<file path="src/rtl/turf_trig_collect.sv">
// Collects the phase-aligned soft/PPS/ext trigger sources once per sysclk window, checks their
// sequence numbers, applies a shared holdoff veto and serializes accepted triggers into a FWFT FIFO.
module turf_trig_collect #(
    parameter int CAPTURE_DELAY = 4,
    parameter int FIFO_DEPTH    = 16
) (
    input  logic        sysclk_i,
    input  logic        sysclk_rstn_i,
    input  logic        sysclk_phase_i,
    input  logic        running_i,
    input  logic [2:0]  src_mask_i,
    input  logic [15:0] trig_holdoff_i,
    input  logic [11:0] soft_addr_i,
    input  logic [11:0] pps_addr_i,
    input  logic [11:0] ext_addr_i,
    input  logic [7:0]  soft_meta_i,
    input  logic [7:0]  pps_meta_i,
    input  logic [7:0]  ext_meta_i,
    input  logic        soft_valid_i,
    input  logic        pps_valid_i,
    input  logic        ext_valid_i,
    output logic [11:0] trig_addr_o,
    output logic [1:0]  trig_src_o,
    output logic [6:0]  trig_seq_o,
    output logic        trig_valid_o,
    input  logic        trig_ready_i,
    output logic [15:0] drop_count_o,
    output logic [15:0] veto_count_o,
    output logic [15:0] seq_err_count_o,
    input  logic        count_clr_i
);

    localparam int AW   = $clog2(FIFO_DEPTH);
    localparam int NSRC = 3;
    localparam int EW   = 21;

    logic [11:0]             addr_in [NSRC];
    logic [7:0]              meta_in [NSRC];
    logic [NSRC-1:0]         valid_in;

    logic [CAPTURE_DELAY-1:0] phase_sr_reg;
    logic                    capture;
    logic                    veto;
    logic [NSRC-1:0]         hit, accept, seq_err, veto_hit, overwrite;
    logic [NSRC-1:0]         pending_reg;
    logic [6:0]              exp_seq_reg   [NSRC];
    logic [11:0]             slot_addr_reg [NSRC];
    logic [6:0]              slot_seq_reg  [NSRC];
    logic [15:0]             holdoff_reg;

    logic                    drain_valid;
    logic [1:0]              drain_sel;

    logic [EW-1:0]           fifo_mem [FIFO_DEPTH];
    logic [AW-1:0]           wr_ptr_reg, rd_ptr_reg;
    logic [AW:0]             fifo_count_reg;
    logic                    fifo_full, push, pop;
    logic [EW-1:0]           fifo_head;

    logic [15:0]             drop_count_reg, veto_count_reg, seq_err_count_reg;
    logic [2:0]              drop_inc;

    assign addr_in[0] = soft_addr_i;
    assign addr_in[1] = pps_addr_i;
    assign addr_in[2] = ext_addr_i;
    assign meta_in[0] = soft_meta_i;
    assign meta_in[1] = pps_meta_i;
    assign meta_in[2] = ext_meta_i;
    assign valid_in   = {ext_valid_i, pps_valid_i, soft_valid_i};

    function automatic logic [2:0] ones3(input logic [2:0] v);
        return {2'b00, v[0]} + {2'b00, v[1]} + {2'b00, v[2]};
    endfunction

    function automatic logic [15:0] sat_add(input logic [15:0] c, input logic [2:0] inc);
        logic [16:0] s;
        s = {1'b0, c} + {14'b0, inc};
        return s[16] ? 16'hFFFF : s[15:0];
    endfunction

    // A new phase pulse reloads the shifter so the capture point always tracks the latest pulse.
    always_ff @(posedge sysclk_i or negedge sysclk_rstn_i) begin
        if (!sysclk_rstn_i)
            phase_sr_reg <= '0;
        else if (sysclk_phase_i)
            phase_sr_reg <= {{(CAPTURE_DELAY-1){1'b0}}, 1'b1};
        else
            phase_sr_reg <= phase_sr_reg << 1;
    end

    assign capture     = phase_sr_reg[CAPTURE_DELAY-1] && running_i;
    assign veto        = (holdoff_reg != 16'd0);
    assign drain_valid = running_i && (pending_reg != '0);

    always_comb begin
        drain_sel = 2'd0;
        if (pending_reg[2])
            drain_sel = 2'd2;
        else if (pending_reg[1])
            drain_sel = 2'd1;
    end

    generate
        for (genvar gi = 0; gi < NSRC; gi++) begin : g_src
            assign hit[gi]       = capture && valid_in[gi] && src_mask_i[gi];
            assign seq_err[gi]   = hit[gi] && (!meta_in[gi][7] || (meta_in[gi][6:0] != exp_seq_reg[gi]));
            assign accept[gi]    = hit[gi] && !veto;
            assign veto_hit[gi]  = hit[gi] && veto;
            // An entry being drained this very cycle is not lost, so it is not an overwrite.
            assign overwrite[gi] = accept[gi] && pending_reg[gi] && !(drain_valid && drain_sel == 2'(gi));
        end
    endgenerate

    always_ff @(posedge sysclk_i or negedge sysclk_rstn_i) begin
        if (!sysclk_rstn_i) begin
            pending_reg <= '0;
            holdoff_reg <= '0;
            for (int s = 0; s < NSRC; s++) begin
                exp_seq_reg[s]   <= '0;
                slot_addr_reg[s] <= '0;
                slot_seq_reg[s]  <= '0;
            end
        end else begin
            for (int s = 0; s < NSRC; s++) begin
                if (!running_i) begin
                    pending_reg[s] <= 1'b0;
                    exp_seq_reg[s] <= '0;
                end else begin
                    if (hit[s])
                        exp_seq_reg[s] <= meta_in[s][6:0] + 7'd1;
                    if (accept[s]) begin
                        pending_reg[s]   <= 1'b1;
                        slot_addr_reg[s] <= addr_in[s];
                        slot_seq_reg[s]  <= meta_in[s][6:0];
                    end else if (drain_valid && drain_sel == 2'(s)) begin
                        pending_reg[s] <= 1'b0;
                    end
                end
            end
            if (!running_i)
                holdoff_reg <= '0;
            else if ((accept != '0) && (trig_holdoff_i != 16'd0))
                holdoff_reg <= trig_holdoff_i;
            else if (holdoff_reg != 16'd0)
                holdoff_reg <= holdoff_reg - 16'd1;
        end
    end

    assign fifo_full = (fifo_count_reg == (AW+1)'(FIFO_DEPTH));
    assign push      = drain_valid && !fifo_full;
    assign pop       = (fifo_count_reg != '0) && trig_ready_i;
    assign fifo_head = fifo_mem[rd_ptr_reg];

    always_ff @(posedge sysclk_i) begin
        if (push)
            fifo_mem[wr_ptr_reg] <= {drain_sel, slot_seq_reg[drain_sel], slot_addr_reg[drain_sel]};
    end

    always_ff @(posedge sysclk_i or negedge sysclk_rstn_i) begin
        if (!sysclk_rstn_i) begin
            wr_ptr_reg     <= '0;
            rd_ptr_reg     <= '0;
            fifo_count_reg <= '0;
        end else begin
            if (push)
                wr_ptr_reg <= wr_ptr_reg + 1'b1;
            if (pop)
                rd_ptr_reg <= rd_ptr_reg + 1'b1;
            case ({push, pop})
                2'b10:   fifo_count_reg <= fifo_count_reg + 1'b1;
                2'b01:   fifo_count_reg <= fifo_count_reg - 1'b1;
                default: fifo_count_reg <= fifo_count_reg;
            endcase
        end
    end

    assign drop_inc = ones3(overwrite) + {2'b00, drain_valid && fifo_full};

    always_ff @(posedge sysclk_i or negedge sysclk_rstn_i) begin
        if (!sysclk_rstn_i) begin
            drop_count_reg    <= '0;
            veto_count_reg    <= '0;
            seq_err_count_reg <= '0;
        end else if (count_clr_i) begin
            drop_count_reg    <= '0;
            veto_count_reg    <= '0;
            seq_err_count_reg <= '0;
        end else begin
            drop_count_reg    <= sat_add(drop_count_reg, drop_inc);
            veto_count_reg    <= sat_add(veto_count_reg, ones3(veto_hit));
            seq_err_count_reg <= sat_add(seq_err_count_reg, ones3(seq_err));
        end
    end

    assign trig_valid_o    = (fifo_count_reg != '0);
    assign trig_addr_o     = trig_valid_o ? fifo_head[11:0]  : 12'd0;
    assign trig_seq_o      = trig_valid_o ? fifo_head[18:12] : 7'd0;
    assign trig_src_o      = trig_valid_o ? fifo_head[20:19] : 2'd0;
    assign drop_count_o    = drop_count_reg;
    assign veto_count_o    = veto_count_reg;
    assign seq_err_count_o = seq_err_count_reg;

endmodule

</file>
<file path="config.mk">
export PLATFORM = sky130hd
export DESIGN_NAME = turf_trig_collect
export DESIGN_NICKNAME = d
export VERILOG_FILES = /design/src/rtl/turf_trig_collect.sv
export SDC_FILE = /design/constraint.sdc
export NUM_CORES = 1
export LEC_CHECK = 0
export CORE_ASPECT_RATIO = 0.75
export CORE_UTILIZATION = 53
export CTS_CLUSTER_SIZE = 14
export DETAILED_ROUTE_END_ITERATION = 16
export GPL_ROUTABILITY_DRIVEN = 1
export HOLD_SLACK_MARGIN = 0.02
export PLACE_DENSITY = 0.78
export SETUP_SLACK_MARGIN = 0.2
export SYNTH_ARGS = -nofsm -noshare
export SYNTH_HDL_FRONTEND = slang
export SYNTH_SLANG_ARGS = --single-unit
</file>
<file path="constraint.sdc">
create_clock -name sysclk_i -period 4.6 [get_ports sysclk_i]
set_clock_uncertainty 0.2 [all_clocks]
set_input_delay 0.46 -clock sysclk_i [delete_from_list [all_inputs] [get_ports sysclk_i]]
set_output_delay 0.46 -clock sysclk_i [all_outputs]
set_load 0.02 [all_outputs]
</file>
* After elaboration in Yosys (flattened, before gate mapping)
Memories as Yosys holds them, arrays and structs flattened.
Cells that the tools add are included.
** Storage, ports and cells
- Bits in registers :: 162
- Bits in writable memories :: 336
- Input port bits :: 88
- Output and inout bits :: 70
- Word-level logic and storage cells :: 146
- Memories kept :: 1
** Operators by class
- Add/subtract/negate cells :: 18
- Order comparisons :: 1
- Eq/ne operators :: 15
- Mux-type cells :: 39
- Bitwise operators :: 1
- Reduce and logical (&&, ||, !) cells :: 51
** Memories
- fifo_mem :: words 16, bits a word 21, rd ports 1, clocked after Yosys merged registers in 0, wr ports 1, line 54 : logic [EW-1:0] fifo_mem [FIFO_DEPTH];
** Operator list (count)
- $mux W16 :: 9
- $mux W7 :: 9
- $add A16 B3 Y17 :: 3
- $mux W12 :: 3
- $reduce_bool A16 Y1 :: 2
- $logic_and A1 B1 Y1 :: 30
- $bmux W12 S2 :: 1
- $add A7 B1 Y7 const B :: 3
- $ne A7 B7 Y1 :: 3
- $sub A16 B1 Y16 const B :: 1
- $bmux W7 S2 :: 1
- $mux W1 :: 12
- $ne A3 B1 Y1 const B :: 4
- $pmux W5 S2 :: 1
- $add A2 B1 Y3 :: 3
- $add A4 B1 Y4 const B :: 2
- $logic_not A1 Y1 :: 8
- $add A1 B1 Y2 :: 3
- $ne A2 B1 Y1 const B :: 3
- $reduce_and A2 Y1 :: 3
- $reduce_bool A3 Y1 :: 2
- $add A5 B1 Y5 const B :: 1
- $eq A5 B5 Y1 const B :: 1
- $reduce_bool A5 Y1 :: 1
- 11 further kinds :: 16

* Longest topological paths before layout
Gate-level depths: netlist (run 1).
- Depth in word-level cells :: 12
- Depth in mapped cells :: 19
- Gate-level depth less buffers :: 16

* Least setup slack after synthesis (run 1)
Ideal clock, no wire load.
- Path type :: flip-flop to flip-flop
- Start :: register holdoff_reg[0]
- End :: register drop_count_reg[10] (netlist: drop_count_o[10])
- Setup time :: 0.078 ns
- Arrival time :: 4.113 ns
- Required time :: 4.322 ns
- Slack :: 0.209 ns
- Cell stages (with the launch flop) :: 20
- Path buffers :: 3
- Clock period less this slack :: 4.391 ns
- Path through :: dfrtp_1 inv_1 ha_1 nor3b_1 nand4_1 or4_1 buf_2 buf_6 nor2_1 nand3_1 fa_1 fa_1 inv_1 fa_1 nand3_1 or2_2 nor2_1 nand3_1 clkbuf_1 a21oi_1
** Between the ends
- Word-level cells in the longest chain between the ends :: 11
- Elaborated cells between the ends (all ways) :: 17
- Those cells by class :: add/sub (4); mux (2); reduce/logical (11)
** RTL lines
- from (decl) :: line 49 : logic [15:0] holdoff_reg;
- from (signal assigned) :: line 143 : holdoff_reg <= trig_holdoff_i;
- from (signal assigned) :: line 145 : holdoff_reg <= holdoff_reg - 16'd1;
- $reduce_bool A16 Y1 * :: line 92 : assign veto = (holdoff_reg != 16'd0);
- $logic_not A1 Y1 * :: line 107 : assign accept[gi] = hit[gi] && !veto;
- $logic_and A1 B1 Y1 :: line 107
- $logic_and A1 B1 Y1 (2 in series) :: line 110 : assign overwrite[gi] = accept[gi] && pending_reg[gi] && !(drain_valid && drain_sel == 2'(gi));
- $add A1 B1 Y2 :: line 72 : return {2'b00, v[0]} + {2'b00, v[1]} + {2'b00, v[2]};
- $add A2 B1 Y3 * :: line 72
- $add A3 B1 Y3 * :: line 177 : assign drop_inc = ones3(overwrite) + {2'b00, drain_valid && fifo_full};
- $add A16 B3 Y17 * :: line 77 : s = {1'b0, c} + {14'b0, inc};
- $mux W16 * :: line 78 : return s[16] ? 16'hFFFF : s[15:0];
- $mux W16 * :: line 184 : end else if (count_clr_i) begin
- to (signal assigned) :: line 189 : drop_count_reg <= sat_add(drop_count_reg, drop_inc);
- to (decl) :: line 60 : logic [15:0] drop_count_reg, veto_count_reg, seq_err_count_reg;
Mark *: on every way between the ends. The rest lies on a longest branch, timed or not.
A chain may end at the register's enable or synchronous reset.

* Worst setup path in the final report (run 1)
- Start :: register holdoff_reg[0]
- End :: register drop_count_reg[12] (netlist: drop_count_o[12])
Same word-level chain as after synthesis.

==> summary.md, run 1 <==
The run finished with clean final reports. The critical path is of the flop to flop type. The analysis attributes to cell leakage a power of 8.73 nW. The post-placement setup slack was 0.0778 ns; the slew at the pin closest to its max-slew limit was 1.21 ns.

The clock sink count was 498; the number of synthesized register bits was 498. The largest fanout on the critical path is 3. Fill cells in the final layout number 2672. After detailed routing, the average wire length per cell comes to 23.8 um. The vertical extent of the die was 175 um.

The depth of the worst hold-timing path is 1. The row count was 62. The area of the mapped netlist was 0.0212 mm^2. STA classifies the critical path endpoint as a flop. Global routing finished with a remaining overflow of 0. In the routed layout, each cell is associated on average with a via count of 5.94.

Normalized max-slew margin: 0.193. The post-route antenna net violation count is 0, and the buffering stage count on the worst path with inverters included is 2. In this run the power spent charging and discharging nets is 3.41 mW. In this run, the number of DRC markers left after iteration 0 of detailed routing was 1271. No sink is reached through more buffers than the 3 on the longest clock path.

158 I/O pins were placed. Input and output buffers added on the ports amount to 157. For the via count of the first global-routing pass, the log shows 12638. The register with the most flip-flops in the layout has 336 of them. The worst endpoint required time came out at 4.85 ns. The first-pass GRT wire length came out at 75700 um. Average instance area after synthesis: 16.3 um^2. TritonCTS built the clock tree.

STA puts the critical path data arrival time at 4.42 ns. The tools report the share of power burned in combinational logic as 0.258. In this design, the largest share of critical-path delay is due to simple AND/OR/NAND/NOR gates. On the worst path, the slowest cell contributes a delay of 0.48 ns. The congestion estimate from routability-driven global placement came to 0.850. The DRC violations left was 0; the share of synthesized registers carrying an async set or reset was 0.325. Entering global routing, the biggest net connects 107 pins.

The hold violation count in the final report was 0. Walking the worst path, the cells encountered are inv_1 > ha_1 > nor3b_4 > nand4_1 > or4_4 > nor2_1 > nand3_1 > fa_1 > fa_2 > inv_1 > fa_2 > nand3_1 > nor3b_1 > and3_1 > a31oi_1 > o21a_1. Among all stages on the critical path, the largest delay is contributed by fa_1. The total number of nets in the final design was 1639; the number of synthesized flops with an enable pin was 336. The first detailed-routing pass took 5 iterations. The tools report the worst-case vdd ir drop as 328 uV.

Timing would allow up to 0.240 GHz. The max capacitance violation total was 0; the storage element area was 0.0142 mm^2. The number of synthesis warnings was 0.

The synthesized netlist contains 53 unique library cells. The path class of the tightest hold or removal check is input port to flop. The tree is rooted in a clkbuf_16. The clock input transition at the sequential cells of the worst setup and hold paths is 0.06 ns. The logs give 1 for the initial antenna violation count and 1416 for the net count of the mapped netlist.

The sequential share of power is 0.439. The detailed router placed 12331 vias in this run. At the later pin of the worst-skew pair, clock insertion delay measures 0.56 ns.

Setup repair after global routing left no endpoint under its margin. The max-slew violation count is 0. The internal power of the cells totals 8.67 mW. After layout, the minimum clock period comes to 4.17 ns.

Die outline width: 233 um. The HPWL after detailed placement is 32000 um. For the worst flop-to-flop path, the logic depth is 16.

Wires add up to 49400 um. The most used flip-flop cell after synthesis is edfxtp_1. The die covers 0.0407 mm^2.

The total number of cells along the worst setup path works out to 16. The combined global-route utilization of all metal layers was 0.250; the fraction of power spent switching nets was 0.283. The initial cell density of the core is 0.545, and the clock share of power is 0.303. The run gives 47 as the total clock buffers created by CTS. The H-tree level count was 2. The share of the clock period used by the worst path after layout came out at 0.906.

The tools report the area inside the core boundary as 0.0388 mm^2. The fraction of final layout cells sized beyond drive strength 1 works out to 0.215. In the final layout, the multi-input gates occupy 0.00669 mm^2.

Setup violations remaining at the end of the flow were counted as 0. The aggregate negative setup slack was 0 ns. From synthesis to final layout, the design area changed by 19.6%.

For the number of standard cells after synthesis, the log shows 1301. The run gives 0.669 as the share of the yosys chip area belonging to registers. The worst setup path is launched from a flop. Setup slack on the critical path of the routed design comes to 0.430 ns. For this design the ratio of total power to cell area is 478 mW/mm^2.
[power groups by stage]
stage	Combinational (mW)	Sequential, mW	Clock [mW]
floorplan	2.21	5.19	0
global placement	3.03	5.39	0
detailed placement	3.09	5.40	0
CTS	3.12	5.31	3.72
global route	3.35	5.33	3.90
finish	3.12	5.30	3.66
[path summary, 6_finish.rpt]
| path | start | endpoint | slack, ns |
|---|---|---|---|
| max in group asynchronous | sysclk_rstn_i | rd_ptr_reg[1] | 2.88 |
| min in group asynchronous | sysclk_rstn_i | seq_err_count_o[11] | 0.40 |
| max reg2reg | holdoff_reg[0] | drop_count_o[12] | 0.43 |
| min reg2reg | phase_sr_reg[0] | phase_sr_reg[1] | 0.28 |
| min | sysclk_phase_i | phase_sr_reg[0] | 0.22 |
| max | holdoff_reg[0] | drop_count_o[12] | 0.43 |
[synth_stat cells, types with 11 or more instances]
| library cell | instances | area share |
|---|---|---|
| a21oi_1 | 49 | 0.012 |
| and2_1 | 23 | 0.0068 |
| and3_1 | 11 | 0.0033 |
| buf_1 | 11 | 0.0020 |
| clkbuf_1 | 32 | 0.0057 |
| dfrtp_1 | 162 | 0.19 |
| edfxtp_1 | 336 | 0.48 |
| ha_1 | 19 | 0.011 |
| inv_1 | 28 | 0.0050 |
| mux2_1 | 11 | 0.0059 |
| mux2_2 | 48 | 0.026 |
| mux2i_1 | 24 | 0.011 |
| mux4_2 | 105 | 0.11 |
| nand2_1 | 70 | 0.012 |
| nand3_1 | 52 | 0.012 |
| nand4_1 | 20 | 0.0059 |
| nor2_1 | 41 | 0.0073 |
| nor3_1 | 15 | 0.0035 |
| o21ai_0 | 53 | 0.013 |
| xnor2_1 | 56 | 0.023 |
| xor2_1 | 31 | 0.013 |
[cells in the final DEF (no fill, tap or decap), drive strengths merged, types with 3 or more instances in the layout]
cell type / count
a211oi: 3
nand4: 20
a31o: 3
o21ai: 53
mux4: 105
fa: 8
inv: 29
xnor2: 56
a31oi: 4
and4: 3
ha: 19
nand2b: 6
or3: 3
and2: 23
edfxtp: 336
nand3: 52
mux2: 59
clkbuf: 69
clkinv: 14
a21oi: 49
xor2: 31
nor3: 16
and3: 11
or2: 3
dfrtp: 162
buf: 80
mux2i: 24
nor2b: 10
nor3b: 5
nor2: 43
nand2: 70
nor4: 7
clkdlybuf4s50: 156
a22oi: 7
[final cells by class]
type,instances,share of cell area
well taps,512,0.0253
repair buffers,237,0.0895
clock buffers,69,0.0513
flip-flops and latches,498,0.559
inverters,28,0.00415
multi-input cells,712,0.264
clock inverters,17,0.00574
diodes,2,0.000198
[cells by family (layout without fill, tap and decap cells)]
logic type / Yosys count / in the layout / synth area share
adder cells (fa/ha/maj): 27 / 27 / 0.0188
XOR/XNOR: 87 / 87 / 0.0360
AND/OR/NAND/NOR: 280 / 280 / 0.0679
AO/OA/AOI/OAI: 129 / 129 / 0.0339
buffers and inverters: 91 / 351 / 0.0199
flip-flops: 498 / 498 / 0.669
other: 1 / 3 / 0.000177
multiplexers: 188 / 188 / 0.155
[what timing repair did]
item,in CTS,in global routing
gates cloned,0,0
setup endpoints to repair,27,29
gates resized for setup,3,9
hold endpoints to repair,105,0
buffers inserted,0,2
pin swaps,0,1
hold buffers,1,0
[per-layer routing]
layer | global-route usage | vias to the layer above | share of wire
met3 | 0.0470 | 71 | 0.071
met5 | 0 | - | 0
met4 | 0.0654 | 0 | 0.021
met2 | 0.389 | 476 | 0.47
met1 | 0.365 | 6371 | 0.44
li1 | - | 5413 | -
[stage by stage]
stage          power (mW)   util  std cells  cell area (um^2)  hold WS, ns
6_report             12.1  0.652       2075             25300        0.225
5_1_grt              12.6  0.652       2074             25300        0.239
4_1_cts              12.2  0.651       2071             25200        0.209
3_5_place_dp         8.49  0.613       1984             23800        0.264
3_3_place_gp         8.41  0.613       1984             23800        0.247
2_1_floorplan        7.40      -       1301             21200      -0.0356
(Power assumes the default switching activity.)
==> inputs of run 2 (changes only) <==
--- a/config.mk
+++ b/config.mk
@@ -11,7 +11,7 @@
 export DETAILED_ROUTE_END_ITERATION = 16
 export GPL_ROUTABILITY_DRIVEN = 1
 export HOLD_SLACK_MARGIN = 0.02
-export PLACE_DENSITY = 0.78
+export PLACE_DENSITY_LB_ADDON = 0.2
 export SETUP_SLACK_MARGIN = 0.2
 export SYNTH_ARGS = -nofsm -noshare
 export SYNTH_HDL_FRONTEND = slang
==> run 2 against run 1 <==
Against the previous run:
- sequential cell count unchanged
- first-iteration DRC count down 20%
- register-to-register slack about the same
- core utilization up 0.27 points
- die area unchanged
- via count down 1.7%
- count of clock-buffer cells in the layout down 2
==> summary.md, run 2 (synthesis results as in run 1) <==
The run finished with clean final reports. The master cell of the clock root buffer is clkbuf_16. For the initial antenna violation count, the log shows 2 (+1). The total clock buffers created by CTS is 47 (unchanged), and the worst-case vdd ir drop is 395 uV (+20%).

The logs give 0 (unchanged) for the hold violation count in the final report and 22000 um (+2.0%) for the routed length on met1. The vertical extent of the die works out to 175 um (unchanged). The clock sink count was 498 (unchanged); the final setup violation count was 0 (unchanged). The clock input transition at the sequential cells of the worst setup and hold paths is 0.06 ns (about the same), and the final setup slack of the worst path is 0.439 ns (+0.00858 ns).

The vias per cell was 5.84 (-1.7%). Weighted congestion reported at the end of routability-driven placement: 0.867 (+2.0%). The area growth from synthesis to layout is 20.1%. The signal arrival time at the worst endpoint came out at 4.44 ns (+0.02 ns).

The total number of nets in the final design came out at 1639 (unchanged). The type of the most critical hold path was input port to flop. TritonCTS built the clock tree. The logs give 12121 (-1.7%) for the total via count in the routed design and 0 (unchanged) for the max capacitance violation total.

The share of the clock period used by the worst path after layout was 0.905 (-0.00187); the cell area power density was 484 mW/mm^2 (+1.4%). The met3 wirelength from detailed routing is 2920 um (-17%). The tools report the aggregate negative setup slack as 0 ns (unchanged). Setup repair after global routing left no endpoint under its margin. The DRC violations left was 0 (unchanged); the maximum buffer depth of the clock tree was 3 (unchanged).

The H-tree level count was 2 (unchanged); the count of buffers inserted at the top-level ports was 157 (unchanged). The run gives 48300 um (-2.2%) as the routed wire length. The total congestion overflow came out at 0 (unchanged). The library cell used most frequently in the layout, excluding fill and tap cells, is edfxtp_1.

For the first-pass GRT wire length, the log shows 74800 um (-1.2%). The worst endpoint required time was 4.88 ns (+0.03 ns). The number of cell instances on the worst register-to-register path came out at 17 (+1). The number of diodes added for antenna fixing came out at 0 (-2). The run gives 0.57 ns (about the same) as the clock network latency to the later pin of the worst-skew pair.

The run gives 1016 (-20%) as the number of violations reported at the end of detailed-routing iteration 0. The normalized max-slew margin was 0.272 (+0.0788). In the layout the commonest cells are 336 x edfxtp_1, 159 x dfrtp_1, 156 x clkdlybuf4s50_1, 105 x mux4_2, 72 x buf_4.

The uppermost layer routed is met5. Time the worst path needs with I/O delays and setup: 4.16 ns (-0.00858 ns). The half-perimeter wire length after detailed placement is 31000 um (-3.1%). The largest fanout on the critical path is 8 (+5), and the via count of the first global-routing pass is 12357 (-2.2%).

The routed length on met2 is 22700 um (-2.9%), and the average routed wire per standard cell is 23.3 um (-2.1%). The post-placement setup slack was 0.00893 ns (-0.0689 ns); the final-layout worst hold slack was 0.248 ns (+0.0230 ns). The area inside the core boundary was 0.0388 mm^2 (unchanged); the flip-flop count of the largest register after layout was 336 (unchanged). Row count: 62 (unchanged). The worst setup path is launched from a flop.

The tools report the first-pass detailed-route iteration total as 7 (+2). The area enclosed by the die boundary was 0.0407 mm^2 (unchanged); the fraction of final layout cells sized beyond drive strength 1 was 0.218 (+0.00306). The capturing element type of the critical path is a flop. The die outline width works out to 233 um (unchanged). The depth of the worst hold-timing path was 1 (unchanged). The static leakage was 8.78 nW (+0.64%). Slew at the pin closest to its max-slew limit: 1.08 ns (-0.124 ns).

The initial cell density of the core was 0.545 (unchanged); the largest net degree at the start of global routing was 100 (-6.5%). The max-slew violation count is 0 (unchanged), and the combined global-route utilization of all metal layers is 0.246 (-0.00388). Boundary pin count: 158 (unchanged). The post-route antenna net violation count is 0 (unchanged).

The maximum clock rate was 0.240 GHz (+0.21%). The worst setup path is of the flop to flop kind.
==> run 2: cell count changes in the layout (fill, tap and decap cells not counted), sizes merged <==
cell      before  now
clkinv        14   13
bufinv         1    4
clkbuf        69   67
clkinvlp       1    2
diode          2    0
==> run 2: report_power, final <==
group	internal (mW)	total, mW	switching, mW	leakage (nW)
clock network	2.26	3.91	1.65	0.757
logic	1.64	3.03	1.39	3.15
registers	5.00	5.35	0.357	4.88
==> run 2: area by class of cell <==
cell class                      count  area (um^2)
Fill cell                        2737        13400
Timing Repair Buffer              237         2260
Clock buffer                       67         1340
Tap cell                          512          641
Multi-Input combinational cell    712         6690
Sequential cell                   498        14200
Clock inverter                     20          213
Inverter                           28          105
==> run 2: worst paths after layout <==
kind / slack (ns) / to / from
setup / recovery: 0.44 / drop_count_o[5] / holdoff_reg[1]
hold / removal: 0.25 / phase_sr_reg[0] / sysclk_phase_i
setup reg to reg: 0.44 / drop_count_o[5] / holdoff_reg[1]
hold reg to reg: 0.27 / phase_sr_reg[2] / phase_sr_reg[1]
max in group asynchronous: 2.87 / wr_ptr_reg[1] / sysclk_rstn_i
min in group asynchronous: 0.39 / veto_count_o[15] / sysclk_rstn_i
==> run 2: stage by stage <==
| stage | util | power [mW] | instance area, um^2 | std cells |
|---|---|---|---|---|
| after floorplan | - | 7.40 | 21200 | 1301 |
| after global placement | 0.613 | 8.42 | 23800 | 1986 |
| after detailed placement | 0.613 | 8.48 | 23800 | 1986 |
| after CTS | 0.654 | 12.4 | 25400 | 2074 |
| after global routing | 0.655 | 12.8 | 25400 | 2074 |
| final | 0.655 | 12.3 | 25400 | 2074 |
==> run 2: repair_timing <==
action | 4_1_cts | 5_1_grt
hold buffers | 1 | 0
resized for setup | 6 | 6
hold endpoints to repair | 96 | 0
setup buffers | 0 | 0
pin swaps | 0 | 2
endpoints found under the setup margin | 14 | 25
gates cloned | 0 | 0
==> run 2: worst max-delay path, cell delays in order, from the launching register on <==
cell and delay (ns):
dfrtp_1 0.41, inv_1 0.09, ha_1 0.14, nor3b_4 0.18, nand4_1 0.16, or4_4 0.47, nor2_2 0.13, nand3_1 0.11
fa_1 0.49, fa_2 0.41, inv_1 0.08, fa_2 0.23, nand3_1 0.10, or2_4 0.30, nor2_4 0.13, nand3_1 0.12
buf_4 0.19, a21oi_1 0.13
==> run 2: layer usage <==
metal,global-route usage,up-vias
met5,0,-
met4,0.0542,2
met3,0.0421,65
met2,0.380,359
met1,0.370,6273
li1,-,5422
